## src/rtl/traffic_light_multi.sv

```systemverilog
// N-approach traffic light controller: round-robin service of latched car demand,
// with min/max green, yellow and optional all-red clearance timed in seconds.
module traffic_light_multi #(
  parameter int CNT_MAX   = 50000000,
  parameter int N_DIR     = 4,
  parameter int MIN_GREEN = 30,
  parameter int MAX_GREEN = 60,
  parameter int YELLOW_T  = 3,
  parameter int ALLRED_T  = 1,
  parameter int CW        = 8
) (
  input  logic                 CLOCK_50,
  input  logic                 KEY,
  input  logic [N_DIR-1:0]     SW,
  output logic [3*N_DIR-1:0]   LED,
  output logic [2:0]           ACTIVE,
  output logic [CW-1:0]        CNT,
  output logic                 SEC_TICK
);

  typedef enum logic [1:0] {
    ST_GREEN  = 2'd0,
    ST_YELLOW = 2'd1,
    ST_ALLRED = 2'd2
  } state_t;

  localparam int PW = (CNT_MAX > 1) ? $clog2(CNT_MAX) : 1;
  localparam logic [PW-1:0] PRESC_LAST = PW'(CNT_MAX - 1);
  localparam logic [CW-1:0] LP_MIN     = CW'(MIN_GREEN);
  localparam logic [CW-1:0] LP_MAX     = CW'(MAX_GREEN);
  localparam logic [CW-1:0] LP_YELLOW  = CW'(YELLOW_T);
  localparam logic [CW-1:0] LP_ALLRED  = CW'(ALLRED_T);

  logic [PW-1:0]    r_presc;
  state_t           r_state;
  logic [2:0]       r_active;
  logic [2:0]       r_next;
  logic [CW-1:0]    r_elapsed;
  logic [CW-1:0]    r_phase;
  logic [N_DIR-1:0] r_demand;

  state_t           w_stateNext;
  logic [2:0]       w_activeNext;
  logic [2:0]       w_nextNext;
  logic [CW-1:0]    w_elapsedNext;
  logic [CW-1:0]    w_phaseNext;
  logic [N_DIR-1:0] w_demandNext;
  logic [PW-1:0]    w_prescNext;

  logic             w_tick;
  logic             w_grant;
  logic             w_swActive;
  logic [N_DIR-1:0] w_activeMask;
  logic [N_DIR-1:0] w_nextMask;
  logic [N_DIR-1:0] w_demandRaw;
  logic [CW-1:0]    w_elapsedInc;
  logic [2:0]       w_scanHigh;
  logic [2:0]       w_scanLow;
  logic             w_foundHigh;
  logic [2:0]       w_scanIdx;

  assign w_tick      = (r_presc == PRESC_LAST);
  assign w_prescNext = w_tick ? '0 : r_presc + 1'b1;

  always_ff @(posedge CLOCK_50) begin
    if (KEY) begin
      r_presc   <= '0;
      r_state   <= ST_GREEN;
      r_active  <= '0;
      r_next    <= '0;
      r_elapsed <= '0;
      r_phase   <= '0;
      r_demand  <= '0;
    end else begin
      r_presc   <= w_prescNext;
      r_state   <= w_stateNext;
      r_active  <= w_activeNext;
      r_next    <= w_nextNext;
      r_elapsed <= w_elapsedNext;
      r_phase   <= w_phaseNext;
      r_demand  <= w_demandNext;
    end
  end

  // Demand seen this cycle includes fresh sensor hits, so they join the exit scan.
  always_comb begin
    w_activeMask = '0;
    w_nextMask   = '0;
    w_swActive   = 1'b0;
    for (int i = 0; i < N_DIR; i++) begin
      if (r_active == 3'(i)) begin
        w_activeMask[i] = 1'b1;
        w_swActive      = SW[i];
      end
      if (r_next == 3'(i)) begin
        w_nextMask[i] = 1'b1;
      end
    end
    w_demandRaw  = r_demand | (SW & ~w_activeMask);
    w_elapsedInc = (r_elapsed >= LP_MAX) ? LP_MAX : r_elapsed + 1'b1;
  end

  // Round-robin: lowest demanding index above ACTIVE, else lowest index at or below it.
  always_comb begin
    w_scanHigh  = r_active;
    w_scanLow   = r_active;
    w_foundHigh = 1'b0;
    for (int i = N_DIR - 1; i >= 0; i--) begin
      if (w_demandRaw[i] && (3'(i) > r_active)) begin
        w_scanHigh  = 3'(i);
        w_foundHigh = 1'b1;
      end
      if (w_demandRaw[i] && (3'(i) <= r_active)) begin
        w_scanLow = 3'(i);
      end
    end
    w_scanIdx = w_foundHigh ? w_scanHigh : w_scanLow;
  end

  always_comb begin
    w_stateNext   = r_state;
    w_activeNext  = r_active;
    w_nextNext    = r_next;
    w_elapsedNext = r_elapsed;
    w_phaseNext   = r_phase;
    w_demandNext  = w_demandRaw;
    w_grant       = 1'b0;
    if (w_tick) begin
      case (r_state)
        ST_GREEN: begin
          w_elapsedNext = w_elapsedInc;
          if ((|w_demandRaw) &&
              (((w_elapsedInc >= LP_MIN) && !w_swActive) || (w_elapsedInc >= LP_MAX))) begin
            w_stateNext = ST_YELLOW;
            w_phaseNext = LP_YELLOW;
            w_nextNext  = w_scanIdx;
          end
        end
        ST_YELLOW: begin
          if (r_phase <= CW'(1)) begin
            if (ALLRED_T == 0) begin
              w_grant = 1'b1;
            end else begin
              w_stateNext = ST_ALLRED;
              w_phaseNext = LP_ALLRED;
            end
          end else begin
            w_phaseNext = r_phase - 1'b1;
          end
        end
        ST_ALLRED: begin
          if (r_phase <= CW'(1)) begin
            w_grant = 1'b1;
          end else begin
            w_phaseNext = r_phase - 1'b1;
          end
        end
        default: begin
          w_stateNext = ST_GREEN;
        end
      endcase
    end
    if (w_grant) begin
      w_stateNext   = ST_GREEN;
      w_activeNext  = r_next;
      w_elapsedNext = '0;
      w_demandNext  = w_demandRaw & ~w_nextMask;
    end
  end

  always_comb begin
    LED = '0;
    for (int i = 0; i < N_DIR; i++) begin
      if ((r_state != ST_ALLRED) && (r_active == 3'(i))) begin
        LED[3*i +: 3] = (r_state == ST_GREEN) ? 3'b001 : 3'b010;
      end else begin
        LED[3*i +: 3] = 3'b100;
      end
    end
    ACTIVE   = r_active;
    SEC_TICK = w_tick;
    if (r_state == ST_GREEN) begin
      CNT = (r_elapsed >= LP_MIN) ? '0 : LP_MIN - r_elapsed;
    end else begin
      CNT = r_phase;
    end
  end

endmodule

```

## config.mk

```make
export PLATFORM = sky130hd
export DESIGN_NAME = traffic_light_multi
export DESIGN_NICKNAME = d
export VERILOG_FILES = /design/src/rtl/traffic_light_multi.sv
export SDC_FILE = /design/constraint.sdc
export NUM_CORES = 1
export LEC_CHECK = 0
export ABC_AREA = 0
export CAP_MARGIN = 20
export CORE_MARGIN = 5
export CORE_UTILIZATION = 40
export CTS_BUF_LIST = sky130_fd_sc_hd__clkbuf_4 sky130_fd_sc_hd__clkbuf_8 sky130_fd_sc_hd__clkbuf_16
export DETAILED_ROUTE_END_ITERATION = 8
export GPL_TIMING_DRIVEN = 0
export PLACE_DENSITY = 0.66
export REMOVE_ABC_BUFFERS = 1
export SLEW_MARGIN = 20
export SYNTH_ARGS = -nofsm -noshare
export SYNTH_HDL_FRONTEND = slang
export SYNTH_SLANG_ARGS = --single-unit
```

## constraint.sdc

```tcl
create_clock -name CLOCK_50 -period 4.9 [get_ports CLOCK_50]
set_input_delay 1.47 -clock CLOCK_50 [delete_from_list [all_inputs] [get_ports CLOCK_50]]
set_output_delay 1.47 -clock CLOCK_50 [all_outputs]
set_load 0.03 [all_outputs]
```

Word-level counts from Yosys, hierarchy flattened --
Cells that the tools add are included.
Word-level totals: bits in registers 54, input bits 6, logic and storage cells 114, output and inout bits 24
Operators by class: $lt $le $gt $ge 13, multiplexer cells 44, bitwise gates (word level) 6, add/sub/neg operators 4, reductions and logical operators 27, equality and inequality tests 13
Operator list (count):
- 8-bit 2-to-1 mux | 6
- 3-bit 2-to-1 mux | 13
- 26-bit by 1-bit adder with 26-bit output, second input constant | 1
- 26-bit == test, second input constant | 1
- 8-bit case mux with 3 select lines | 1
- 1-bit 2-to-1 mux | 19
- 8-bit by 5-bit greater-or-equal comparator with 1-bit output, second input constant | 2
- 8-bit by 6-bit greater-or-equal comparator with 1-bit output, second input constant | 2
- 1-bit logical AND | 14
- 3-bit by 2-bit == test with 1-bit output, second input constant | 4
- 8-bit by 1-bit adder with 8-bit output, second input constant | 1
- 4-bit bitwise AND | 2
- 8-bit by 1-bit <= comparator with 1-bit output, second input constant | 1
- 2-bit inequality test, second input constant | 4
- 4-bit NOT | 2
- 4-bit AND reduction | 2
- 5-bit by 8-bit subtractor with 8-bit output, first input constant | 1
- 8-bit by 1-bit subtractor with 8-bit output, second input constant | 1
- 3-bit by 1-bit == test with 1-bit output, second input constant | 2
- 1-bit by 3-bit > comparator with 1-bit output, first input constant | 2
- 2-bit by 3-bit > comparator with 1-bit output, first input constant | 2
- 1-bit by 3-bit <= comparator with 1-bit output, first input constant | 2
- 2-bit by 3-bit <= comparator with 1-bit output, first input constant | 2
- 3-bit zero test | 2
- other kinds (15) | 18

Depth between registers and ports, before layout --
Gate-level depths: netlist (run 1).
depth in word-level cells 11, depth in mapped cells 10, gate-level depth less buffers 8

Worst setup path before layout (run 1) --
Ideal clock, no wire load.
path type register -> output, start reg r_active[1], in the netlist ACTIVE[1], end out LED[10], data required time 3.430 ns, slack 1.631 ns, cell stages (with the launch flop) 5, data arrival time 1.799 ns, path buffers 1, cells stage by stage dfxtp_1 -> clkbuf_1 -> nor2b_1 -> nand2_1 -> nor2_1
On the way: longest elaborated chain between the ends 3
Ends and longest elaborated chain:
- start, declared | RTL line 36 | logic [2:0] r_active;
- start signal, assigned | RTL line 77 | r_active <= w_activeNext;
- 3-bit by 2-bit == test with 1-bit output | RTL line 174 | if ((r_state != ST_ALLRED) && (r_active == 3'(i))) begin
- 1-bit logical AND | RTL line 174
- 3-bit 2-to-1 mux | RTL line 174
- end, declared | RTL line 15 | output logic [3*N_DIR-1:0] LED,
Every way passes these cells.

Worst setup path in the final report (run 1) --
start reg r_state[1], end out CNT[7]
On the way: longest elaborated chain between the ends 2
Ends and longest elaborated chain:
- start, declared | RTL line 35 | state_t r_state;
- start signal, assigned | RTL line 76 | r_state <= w_stateNext;
- 2-bit zero test | RTL line 182 | if (r_state == ST_GREEN) begin
- 8-bit 2-to-1 mux | RTL line 182
- end, declared | RTL line 17 | output logic [CW-1:0] CNT,
Every way passes these cells.

==> results of run 1 <==
synth_stat cells, types with 3 or more instances:
library cell	number	area, um2
sky130_fd_sc_hd__and3_1	11	68.8
sky130_fd_sc_hd__ha_1	11	138
sky130_fd_sc_hd__nor3_1	10	50.1
sky130_fd_sc_hd__nor4_1	8	50.1
sky130_fd_sc_hd__nand3_1	16	80.1
sky130_fd_sc_hd__a211o_1	5	43.8
sky130_fd_sc_hd__nor2b_1	4	25.0
sky130_fd_sc_hd__or3_1	3	18.8
sky130_fd_sc_hd__nor2_1	50	188
sky130_fd_sc_hd__a21oi_1	23	115
sky130_fd_sc_hd__clkbuf_1	10	37.5
sky130_fd_sc_hd__and2_1	3	18.8
sky130_fd_sc_hd__o22ai_1	8	50.1
sky130_fd_sc_hd__nand2_1	31	116
sky130_fd_sc_hd__inv_1	18	67.6
sky130_fd_sc_hd__a211oi_1	6	45.0
sky130_fd_sc_hd__buf_2	3	15.0
sky130_fd_sc_hd__o21ai_0	9	45.0
sky130_fd_sc_hd__a31oi_1	3	18.8
sky130_fd_sc_hd__nand4_1	10	62.6
sky130_fd_sc_hd__dfxtp_1	54	1080
sky130_fd_sc_hd__a2111oi_0	3	26.3
sky130_fd_sc_hd__xor2_1	16	140
sky130_fd_sc_hd__xnor2_1	10	87.6
sky130_fd_sc_hd__o31ai_1	6	45.0
state kept, by name (all words and copies together) (netlist names):
| signal | flops |
|---|---|
| ACTIVE | 3 |
| r_presc | 26 |
| r_elapsed | 8 |
| r_next | 3 |
| r_demand | 4 |
| r_state | 2 |
| r_phase | 8 |
kinds of logic (layout without fill, tap and decap cells):
family	after synthesis	after routing	synth area share
buffers and inverters	35	56	0.0452
adders and majority gates	11	11	0.0436
DFF	54	54	0.343
and+or+nand+nor	169	169	0.282
muxes	3	3	0.0135
AOI/OAI and AO/OA	89	89	0.201
xor gates and xnor gates	26	26	0.0722
power breakdown:
part / internal (mW) / switching, mW
sequential: 0.443 / 0.00336
clock: 0.103 / 0.159
combinational: 0.0107 / 0.0166
routing by layer:
metal,up-vias,GRT usage,routed length [um]
met5,-,0,0
met4,0,0.0347,59
met3,4,0.0389,367
met2,53,0.231,3270
met1,1350,0.202,3600
li1,1455,-,-
layout make-up:
cell class | instances | share of cell area
sequential | 54 | 0.300
clock buffer | 5 | 0.0191
tap | 102 | 0.0354
inverter | 19 | 0.0198
clock inverter | 3 | 0.00660
multi-input combinational | 298 | 0.538
timing repair buffer | 29 | 0.0806
worst register-to-register path, stage by stage, from the launching register on:
cell	delay, ns
sky130_fd_sc_hd__dfxtp_1	0.58
sky130_fd_sc_hd__or3b_2	0.50
sky130_fd_sc_hd__a2111oi_0	0.71
sky130_fd_sc_hd__a32o_1	0.30
sky130_fd_sc_hd__a211o_1	0.35
sky130_fd_sc_hd__a2111oi_0	0.18
sky130_fd_sc_hd__a211oi_1	0.28
worst max-delay path by stage:
stage,startpoint,to,slack [ns],cells past startpoint
2_1_floorplan,r_state[0],CNT[0],1.52,4
3_3_place_gp,r_state[0],CNT[7],0.73,5
3_5_place_dp,r_state[1],CNT[7],0.72,5
4_1_cts,r_state[1],CNT[7],0.34,5
5_1_grt,r_state[0],CNT[5],0.12,5
6_report,r_state[1],CNT[7],0.35,5
==> results, run 1 <==
- Along the worst hold path, the cell count comes to 1.
- The total placed instance area is 0.00350 mm2.
- The synthesized design contains 0 enable-type register cells.
- The routability-driven placement congestion ratio is 0.859.
- Summed over all layers, the global routing overflow is 0.
- The worst register-to-register path begins at ACTIVE[0].
- The initial utilization of the core area, before any placement, comes to 0.410.
- The total number of clock tree sinks is 54.
- Summing every instance area after synthesis gives 0.00316 mm2.
- The number of primary I/O pins is 30.
- The cell family contributing the most delay on the critical path is adder cells.
- The arrival time reported for the critical path endpoint is 3.08 ns.
- The worst max-slew margin expressed relative to the limit is 0.271.
- The setup check on the worst reg-to-reg path leaves a slack of 1.93 ns.
- In the synthesized netlist the async set-or-reset flop fraction comes to 0.
- The worst clock skew is 0.0196 ns.
- The initial antenna violation count came to 0.
- The final-report max-slew violation count came to 0.
- The first detailed-routing pass ran for 4 iterations.
- The footprint of the multi-input gates is 0.00194 mm2.
- For this design the ratio of total power to cell area is 204 mW/mm2.
- The share of the clock period used by the worst path is 0.928.
- The largest single stage delay on the critical path is 0.89 ns.
- The fraction of final layout cells sized beyond drive strength 1 is 0.0662.
- The sequential cell area in the final layout is 0.00108 mm2.
- The largest vdd supply drop is 0.162 mV.
- The count of nets after finishing is 424.
- The setup slack after placement is 0.721 ns.
- The clock root buffer is sky130_fd_sc_hd__clkbuf_8.
- The largest fanout of any net on the critical path is 32.
- The classification of the worst-slack hold path is register to register.
- The finished layout cell area is 0.00360 mm2.
- The layout has 787 filler cells.
- The shortest period the worst path allows is 4.55 ns.
- The CTS tree is yes.
- The H-tree was split into 2 levels.
- The synthesized area divided by synthesized cell count is 8.15 um2.
- The overall die height is 98.8 um.
- The critical path start-end classification is register to output port.
- The global router's overall resource usage is 0.147.
- The count of final setup violators is 0.
- The wire length of the first global-routing pass is 12100 um.
- The largest net degree at the start of global routing is 33.
- For this run, the number of standard cells in the final layout without fillers is 510.
- STA classifies the critical path endpoint as an output port.
- In this run, the number of DRC markers left after iteration 0 of detailed routing was 157.
- Setup repair after global routing left no endpoint under its margin.
- The worst register-to-register path ends at r_phase[1].
- The run finished with clean final reports.
- The worst-skew pair later-pin latency is 0.32 ns.
- The portion of the post-synthesis area used by sequential elements is 0.343.
- The analysis attributes to cell leakage a power of 1.23 nW.
- After detailed routing, the average wire length per cell comes to 14.3 um.
- The transition time of the tightest slew-check pin is 1.09 ns.
- The final-layout worst hold slack is 0.489 ns.
- After legalization and detailed placement, the total HPWL measured 5330 um.
- The detailed router placed 2862 vias in this run.
- The worst hold path begins at r_presc[0].
- The maximum buffer depth of the clock tree is 2.
- The most used flip-flop cell after synthesis is sky130_fd_sc_hd__dfxtp_1.
- The die covers 0.00977 mm2.
- The number of max-capacitance violations reported is 0.
- After detailed routing, the total wire length is 7300 um.
- Traced cell by cell, the critical path runs through inv_1 -> ha_1 -> nand3_1 -> o22ai_1 -> clkdlybuf4s50_1.
- The number of CTS-inserted buffers is 5.
- The library cell used most frequently in the layout, excluding fill and tap cells, is sky130_fd_sc_hd__dfxtp_1.
- The number of antenna diodes is 0.
- The via density per instance is 5.61.
- The floorplan has 32 rows.
- After technology mapping, the gate count stands at 387.
- The core region is 0.00769 mm2.
- For the final routed database, the setup TNS stands at 0 ns.
- The detail route stage leaves a number of antenna-violating nets equal to 0.
- For the worst setup path, the data required time is 3.43 ns.
- Power comes to 0.735 mW.
- The critical path contains buffers and inverters numbering 2 combined.
- The number of setup buffers added after CTS is 0.
- Counting tap cells, the placed design contains a total of 502 instances.
- The number of hold violations in the final report came to 0.
- The type of element launching the critical path is a register.
- In this run, synthesis produced a sequential element count of 54.
- The hold buffer count at CTS is 0.
- The number of global-route vias before repair is 2576.
- The end of the worst hold path is r_presc[0].
- From synthesis to final layout, the design area changed by 14.1%.
- The clock slew at the register clock pins of the worst setup and hold paths is 0.10 ns.
- The number of warning messages in the yosys log is 0.
- Once routing completed, OpenROAD measured the worst setup slack at 0.354 ns.
- Input and output buffers added on the ports amount to 29.
- The remaining routing DRC violations is 0.
- The core utilization of the finished layout is 0.468.
- Synthesis instantiated 66 different standard cells from the library.
- The die span in x is 98.8 um.
- Timing would allow up to 0.220 GHz.
- The number of gates given a new drive strength after cts is 0.
- The slowest cell on the critical path is sky130_fd_sc_hd__ha_1.
- For the worst flop-to-flop path, the logic depth is 6.
- In the layout the commonest cells are sky130_fd_sc_hd__dfxtp_1, sky130_fd_sc_hd__nor2_1, sky130_fd_sc_hd__nand2_1.
Note: power is estimated with default switching activity, not from simulation.
==> run 2, diff against run 1 <==
Settings changed: CORE_MARGIN 5 to 10, CTS_CLUSTER_DIAMETER from default to 30.
==> results, run 2 (synthesized netlist as in run 1, its figures left out) <==
- After detailed routing, the number of vias per cell comes to 5.64.
- In this run the worst path has a maximum fanout of 9.
- The number of gates given a new drive strength after cts is 0.
- The number of antenna diodes is 0.
- The initial utilization of the core area, before any placement, comes to 0.410.
- The maximum clock frequency is 0.241 GHz.
- The die span in x is 109 um.
- During placement, the flow inserted port buffers numbering 29.
- In this run the worst hold path is classified as register to register.
- After detailed routing, the number of remaining DRC violations is 0.
- The clock drives 54 sinks.
- The depth of the worst register-to-register path is 6.
- The core region is 0.00769 mm2.
- STA puts the critical path data arrival time at 2.67 ns.
- The routed design has 7510 um of wire.
- The global router's overall resource usage is 0.126.
- The detail route stage leaves a number of antenna-violating nets equal to 0.
- The worst max-slew margin expressed relative to the limit is 0.471.
- The maximum buffer depth of the clock tree is 2.
- The die area is 0.0118 mm2.
- In this run, CTS created clock tree buffers numbering 5.
- The clock root buffer is sky130_fd_sc_hd__clkbuf_8.
- The number of DRC markers after the initial detailed-route iteration is 167.
- The finished layout holds 510 standard cells, fillers aside.
- Before antenna repair, the detailed router went through 4 iterations.
- In this run the most critical hold path is launched from r_presc[0].
- The clock slew at the register clock pins of the worst setup and hold paths is 0.10 ns.
- The worst-skew pair later-pin latency is 0.31 ns.
- The total placed instance area is 0.00350 mm2.
- The routed wire length per instance is 14.7 um.
- The area added between synthesis and finish is 14.9%.
- The via total after detailed routing is 2878.
- The total number of H-tree levels is 2.
- Once the clock tree was built, the setup fixing pass inserted 0 buffers.
- The register with the most flip-flops in the layout has 26 of them.
- The count of nets after finishing is 424.
- Setup violations remaining at the end of the flow were counted as 0.
- Entering global routing, the biggest net connects 33 pins.
- The type of element launching the critical path is a register.
- The critical path is of the register to output port type.
- The global route total overflow is 0.
- The sequential cell area in the final layout is 0.00108 mm2.
- The largest register by flop count is r_presc.
- The first global-routing pass estimated 12600 um of wire.
- In this run, placement finished with an instance count of 502.
- Routability-driven placement finished with a final weighted congestion of 0.858.
- The initial antenna violation count is 0.
- The final-layout worst hold slack is 0.497 ns.
- The number of hold violations in the final report is 0.
- The analysis attributes to cell leakage a power of 1.24 nW.
- The transition time of the tightest slew-check pin is 0.786 ns.
- Setup repair after global routing left no endpoint under its margin.
- The library cells used most frequently in the layout, excluding fill and tap cells, are sky130_fd_sc_hd__dfxtp_1, sky130_fd_sc_hd__nor2_1, sky130_fd_sc_hd__nand2_1.
- The power per standard cell area is 216 mW/mm2.
- The clock arrives with 0.00736 ns of skew.
- Along the worst hold path, the cell count comes to 1.
- The final-report max-slew violation count came to 0.
- For met3 alone, demand over resource in global routing was 0.0236.
- The startpoint of the worst register-to-register path is ACTIVE[0].
- The path with the worst hold slack has its endpoint at r_presc[0].
- The filler cell count in the final layout is 761.
- Dividing the final minimum period by the clock period gives 0.845.
- TritonCTS built the clock tree.
- Data on the critical path is required at its endpoint by 3.43 ns.
- The type of destination of the critical path is an output port.
- With fillers left out, the area of the finished cells amounts to 0.00363 mm2.
- The global routing usage on met1 is 0.156.
- VDD sags by at most 0.116 mV.
- After layout, the minimum clock period comes to 4.14 ns.
- The final sum of negative setup slack is 0 ns.
- The number of global-route vias before repair is 2733.
- The most utilized layer in the global route result is met2.
- Leaving out fill and tap cells, the most frequent cell in the layout is sky130_fd_sc_hd__dfxtp_1.
- In this run the vertical extent of the chip is 109 um.
- The largest registers in the layout are r_presc (26), r_elapsed (8), r_phase (8).
- The global routing usage on met2 is 0.213.
- The footprint of the multi-input gates is 0.00194 mm2.
- Pin placement for this block handled 30 I/O pins.
- Detailed placement ended at an HPWL of 5540 um.
- The worst register-to-register path ends at r_phase[1].
- The run finished with clean final reports.
- The number of hold buffers added after CTS was 0.
- The register-to-register path setup slack is 1.94 ns.
- The fraction of final layout cells sized beyond drive strength 1 is 0.0686.
- Across the run, the number of max-cap violations was 0.
- Row generation in the floorplan step produced 32 rows.
[run 2: cell count changes in the layout (fill, tap and decap cells not counted), sizes merged]
cell	previous run	this run
clkinvlp	2	0
bufinv	0	1
clkinv	1	2
[run 2: through the flow]
stage	power (mW)	utilization	worst slack, ns
after global placement	0.483	0.456	0.742
final	0.783	0.472	0.758
after floorplan	0.470	-	1.52
after CTS	0.793	0.471	0.353
after detailed placement	0.484	0.456	0.712
after global routing	0.813	0.472	0.573
[run 2: worst max-delay path by stage]
stage	endpoint	start	cells past startpoint	slack, ns
2_1_floorplan	CNT[0]	r_state[0]	4	1.52
3_3_place_gp	CNT[1]	r_state[0]	5	0.74
3_5_place_dp	CNT[1]	r_state[0]	5	0.71
4_1_cts	CNT[0]	r_state[1]	5	0.35
5_1_grt	CNT[0]	r_state[0]	5	0.57
6_report	SEC_TICK	r_presc[0]	5	0.76
[run 2: layout make-up]
cell class | instances | area share
flip-flops and latches | 54 | 0.298
repair buffers | 29 | 0.0800
well taps | 102 | 0.0352
clock buffers | 5 | 0.0190
multi-input cells | 298 | 0.535
clock inverters | 3 | 0.0131
inverters | 19 | 0.0197
[run 2: worst max-delay path: stages, from the launching register on]
cell                              delay [ns]
sky130_fd_sc_hd__dfxtp_1                0.42
sky130_fd_sc_hd__ha_1                   0.26
sky130_fd_sc_hd__and2_1                 0.23
sky130_fd_sc_hd__nand2_4                0.09
sky130_fd_sc_hd__nor4_4                 0.57
sky130_fd_sc_hd__clkdlybuf4s50_1        0.78
[run 2: routing by layer]
layer	up-vias	wire length [um]
li1	1450	-
met1	1362	3500
met2	55	3490
met3	11	426
met4	0	99
met5	-	0
[run 2: power breakdown]
group	switching [mW]	internal, mW	total (mW)
Sequential	0.00353	0.442	0.446
Clock	0.155	0.155	0.310
Combinational	0.0165	0.0107	0.0272
==> RTL change 1 (config.mk and constraints of run 2) <==
`ALLRED_T`: 1 -> 0.
--- a/src/rtl/traffic_light_multi.sv
+++ b/src/rtl/traffic_light_multi.sv
@@ -6,7 +6,7 @@
   parameter int MIN_GREEN = 30,
   parameter int MAX_GREEN = 60,
   parameter int YELLOW_T  = 3,
-  parameter int ALLRED_T  = 1,
+  parameter int ALLRED_T  = 0,
   parameter int CW        = 8
 ) (
   input  logic                 CLOCK_50,
Behaviour: no difference found for any inputs over 10 cycles, from zero or initial values; that may be too few to reach the edited logic, so the function may still have changed.
==> RTL change 1 against run 2 <==
- routed wire length fell by 8.7%
- final area fell by 7.5%
- maximum frequency fell by 5.5%
- worst setup slack got worse by 0.24 ns
- count of clock-buffer cells in the layout rose by 2
- final cell count fell by 5.3%
- critical path type unchanged
- register-to-register slack got worse by 0.02 ns
- sequential cell count fell by 1
- area after synthesis fell by 7.4%
- via count fell by 8.0%
Power is not compared: it rests on default switching activity, and its combinational part moved more than twofold at a synthesized area within 25%.
==> RTL change 1: results (changes against run 2) <==
stage,metric,value,unit,change
status,outcome,finished clean,,unchanged
synthesis,yosysUniqueCellTypes,56,,was 66
min_path,hp-start,r_next[2]$_SDFFE_PP0P_,,was r_presc[0]$_SDFF_PP0_
final_layout,nNetsFinal,395,,was 424
route,wl_per_cell,14.21,um,was 14.73 um
final_layout,drive_gt1_share,4.948,%,was 6.863%
min_path,whs_endpoint,ACTIVE[2]$_SDFFE_PP0P_,,was r_presc[0]$_SDFF_PP0_
setup_path,r2r-start,r_state[0]$_SDFFE_PP0P_,,was ACTIVE[0]$_SDFFE_PP0P_
synthesis,syn_inst,367,,was 387
setup_path,rrSetupSlack,1.92,ns,was 1.94 ns
route,via_per_inst,5.482,,was 5.643
global_route,grtUsageMet3,2.558,%,was 2.360%
route,m1WireLength,3302,um,was 3499 um
setup_path,path_max_fanout,7,,was 9
global_route,use_met2,20.53,%,was 21.34%
route,met3_length,308,um,was 426 um
global_route,first_global_vias,2526,,was 2733
timing,worst_pin_slew,1.076,ns,was 0.7864 ns
global_route,track_usage,12.59,%,was 12.57%
placed_design,place_area,3256,um^2,was 3502 um^2
placed_design,hpwlAfterDp,4965,um,was 5539 um
route,vias,2648,,was 2878
global_route,met1_usage,16.13,%,was 15.57%
global_route,grt_max_degree,32,,was 33
route,drtIter0Drc,144,,was 167
min_path,min_path_cells,2,,was 1
==> RTL change 1: cell count changes after synthesis, moves of 6 or more <==
cell      change
a311oi_1      +8
o22ai_1       -7
nor4_1        -6
a21oi_1       -8
==> RTL change 1: critical path, stage by stage (launching register included) <==
cell and delay [ns]:
dfxtp_1 0.41, nand4_1 0.19, or4_4 0.57, or4_1 0.68
inv_1 0.09, clkdlybuf4s50_1 0.67
==> RTL change 1: area by class of cell <==
cell class / count / area (um^2)
fillers: 720 / 3819
inverters: 14 / 52.55
clock inverters: 1 / 5.005
well taps: 99 / 123.9
repair buffers: 29 / 290.3
clock buffers: 7 / 96.34
flip-flops and latches: 53 / 1061
multi-input cells: 280 / 1728
==> RTL change 1: worst max-delay path by stage <==
stage	end	slack, ns	cells past startpoint
floorplan	CNT[2]	1.34	5
global placement	SEC_TICK	0.84	5
detailed placement	SEC_TICK	0.84	5
CTS	SEC_TICK	0.49	5
global route	SEC_TICK	0.38	5
finish	SEC_TICK	0.52	5
==> RTL change 1: cell families after synthesis <==
| group | Yosys count | share of synthesized area, % |
|---|---|---|
| buffers and inverters | 34 | 4.580 |
| XOR/XNOR | 26 | 7.791 |
| multiplexers | 2 | 1.113 |
| AO/OA/AOI/OAI | 69 | 16.27 |
| flip-flops | 53 | 36.30 |
| adder cells (fa/ha/maj) | 6 | 2.568 |
| AND/OR/NAND/NOR | 177 | 31.38 |
==> RTL change 1: through the flow <==
| step | hold WS (ns) | setup WS [ns] | util (%) |
|---|---|---|---|
| floorplan | 0.4388 | 1.342 | - |
| global placement | 0.4630 | 0.8449 | 45.37 |
| detailed placement | 0.4647 | 0.8350 | 45.37 |
| CTS | 0.4761 | 0.4915 | 46.78 |
| global route | 0.5261 | 0.3814 | 46.78 |
| finish | 0.4784 | 0.5183 | 46.78 |
==> RTL change 2 (flow settings as in run 2) <==
Without the edit above. Put a register stage on the output `LED`. The value now appears one clock later. The other outputs are not delayed to match.
--- a/src/rtl/traffic_light_multi.sv
+++ b/src/rtl/traffic_light_multi.sv
@@ -30,6 +30,8 @@
   localparam logic [CW-1:0] LP_MAX     = CW'(MAX_GREEN);
   localparam logic [CW-1:0] LP_YELLOW  = CW'(YELLOW_T);
   localparam logic [CW-1:0] LP_ALLRED  = CW'(ALLRED_T);
+
+  logic [3*N_DIR-1:0] LED_d;
 
   logic [PW-1:0]    r_presc;
   state_t           r_state;
@@ -169,12 +171,12 @@
   end
 
   always_comb begin
-    LED = '0;
+    LED_d = '0;
     for (int i = 0; i < N_DIR; i++) begin
       if ((r_state != ST_ALLRED) && (r_active == 3'(i))) begin
-        LED[3*i +: 3] = (r_state == ST_GREEN) ? 3'b001 : 3'b010;
+        LED_d[3*i +: 3] = (r_state == ST_GREEN) ? 3'b001 : 3'b010;
       end else begin
-        LED[3*i +: 3] = 3'b100;
+        LED_d[3*i +: 3] = 3'b100;
       end
     end
     ACTIVE   = r_active;
@@ -186,5 +188,9 @@
     end
   end
 
+  always_ff @(posedge CLOCK_50) begin
+    LED <= LED_d;
+  end
+
 endmodule
 
Check against the original RTL: not equivalent (Yosys sat finds a counterexample within 4 cycles, from zero or initial values).
==> RTL change 2 against run 2 <==
- sequential cell count is 12 higher
- hold slack lost 0.029 ns
- total power grew 31%
- global-route usage is essentially flat
- largest cell class unchanged
- synthesized cell count rose by 4.9%
- final area rose by 9.0%
- clock skew barely moved
- die area increased by 6.3%
- critical endpoint is now CNT[2]
- area after synthesis up 7.7%
- combinational power is 16% higher
- routed wire length up 6.8%
- worst setup slack got worse by 0.037 ns
- critical path depth did not move
==> RTL change 2: results (changes against run 2) <==
stage,metric,value,unit,change
synthesis,synthArstFlopShare,0,%,unchanged
setup_path,crit_arrival,2.71,ns,was 2.67 ns
synthesis,synth.most_common_cell,dfxtp_1,,unchanged
global_route,grt_max_degree,25,,was 33
pwr,vdd.ir_drop.worst,0.00009657,V,was 0.0001159 V
final_layout,nNetsFinal,449,,was 424
setup_path,cp_slowest_cell,clkdlybuf4s50_1,,unchanged
status,outcome,finished clean,,unchanged
setup_path,path_max_fanout,19,,was 9
final_layout,drive_gt1_share,6.178,%,was 6.863%
synthesis,yosysUniqueCellTypes,56,,was 66
synthesis,ys_seq_area_share,38.87,%,was 34.26%
global_route,grt_antenna_before_repair,0,,unchanged
route,vias,3003,,was 2878
synthesis,synth_area_leaders,"dfxtp_1 (39%), nor2_1 (6.8%), xor2_1 (3.9%)",,"was dfxtp_1 (34%), nor2_1 (5.9%), xor2_1 (4.4%)"
placed_design,port_buffers,29,,unchanged
final_layout,reg_top3,"r_presc: 26 flops, LED: 12 flops",,"was r_presc: 26 flops, r_elapsed: 8 flops, r_phase: 8 flops"
global_route,track_usage,12.59,%,was 12.57%
placed_design,gp_congestion,0.8629,,was 0.8577
route,dr.pass1.iters,5,,was 4
clock_tree,cts_max_level,3,,was 2
clock_tree,clock-root-buffer,clkbuf_8,,unchanged
synthesis,synth_common_cells,"dfxtp_1 (66), nor2_1 (62), nand2_1 (27)",,"was dfxtp_1 (54), nor2_1 (50), nand2_1 (31)"
setup_path,crit_family,buffers and inverters,,was simple AND/OR/NAND/NOR gates
clock_tree,clkLatencyLatePin,0.34,ns,was 0.31 ns
clock_tree,clockBufferDepth,2,,unchanged
timing,worst_pin_slew,0.9035,ns,was 0.7864 ns
clock_tree,numCtsBuffers,9,,was 5
setup_path,critical-path-max-stage-delay,0.69,ns,was 0.78 ns
min_path,hp-start,r_presc[0]$_SDFF_PP0_,,unchanged
timing,clock_skew,0.007054,ns,was 0.007358 ns
final_layout,antenna_cells,0,,unchanged
route,wirelength,8023,um,was 7514 um
global_route,first_global_vias,2794,,was 2733
clock_tree,clk_pin_slew_worst_paths,0.07,ns,was 0.10 ns
clock_tree,cts_resized,0,,unchanged
synthesis,synth_warnings,0,,unchanged
global_route,grt_pass1_wl,13470,um,was 12560 um
clock_tree,cts_setup_buffers,0,,unchanged
min_path,holdCritPathClass,reg2reg,,unchanged
pwr,power.leakage,1.492,nW,was 1.245 nW
placed_design,hpwlAfterDp,5780,um,was 5539 um
setup_path,cp-startpoint,r_state[0]$_SDFFE_PP0P_,,was r_presc[0]$_SDFF_PP0_
route,drtIter0Drc,172,,was 167
## RTL change 2: worst paths after layout
check	to	slack [ns]	cells after the start
min	r_presc[0]$_SDFF_PP0_	0.47	1
max reg2reg	r_phase[1]$_SDFFE_PP0P_	2.17	7
max	CNT[2]	0.72	5
min reg2reg	r_presc[0]$_SDFF_PP0_	0.47	1
## RTL change 2: final cells by class
| cell class | count | area (um^2) |
|---|---|---|
| multi-input cells | 307 | 1944 |
| clock buffers | 10 | 137.6 |
| fillers | 816 | 4303 |
| flip-flops and latches | 66 | 1321 |
| well taps | 105 | 131.4 |
| repair buffers | 29 | 290.3 |
| clock inverters | 5 | 55.05 |
| inverters | 20 | 75.07 |
## RTL change 2: worst reg2reg max path: stages, from the launching register on
cell and delay [ns]:
dfxtp_1 0.37, inv_1 0.09, ha_1 0.46, inv_1 0.36, nor3_1 0.14, a2111oi_4 0.64
and2_1 0.38, a211oi_1 0.13
## RTL change 2: cells by family after synthesis
family | synth area share, %
AO/OA/AOI/OAI | 16.16
XOR/XNOR | 6.699
adder cells (fa/ha/maj) | 3.681
buffers and inverters | 3.938
flip-flops | 38.87
multiplexers | 1.803
AND/OR/NAND/NOR | 28.86
## RTL change 2: per-layer routing
metal / up-vias / routed length [um] / part of all wire (%) / track usage, %
met4: 0 / 79 / 0.98 / 3.976
met5: - / 0 / 0 / 0
met3: 7 / 443 / 5.5 / 4.260
met1: 1401 / 3801 / 47 / 16.07
met2: 74 / 3698 / 46 / 19.51
li1: 1521 / - / - / -
## RTL change 2: per-stage QoR
stage / power [mW] / worst slack, ns / area [um^2] / cells / util, %
2_1_floorplan: 0.5731 / 1.459 / 3341 / 393 / -
3_3_place_gp: 0.5868 / 0.9537 / 3762 / 527 / 45.56
3_5_place_dp: 0.5872 / 0.9230 / 3762 / 527 / 45.56
4_1_cts: 1.043 / 0.6802 / 3955 / 542 / 47.89
5_1_grt: 1.069 / 0.5536 / 3955 / 542 / 47.89
6_report: 1.026 / 0.7210 / 3955 / 542 / 47.89
## RTL change 2: where the power goes
part	total [mW]	internal, mW	leakage, nW	switching [mW]
registers	0.543	0.540	0.533	0.00310
clock network	0.451	0.244	0.0941	0.207
logic	0.0316	0.0117	0.864	0.0199
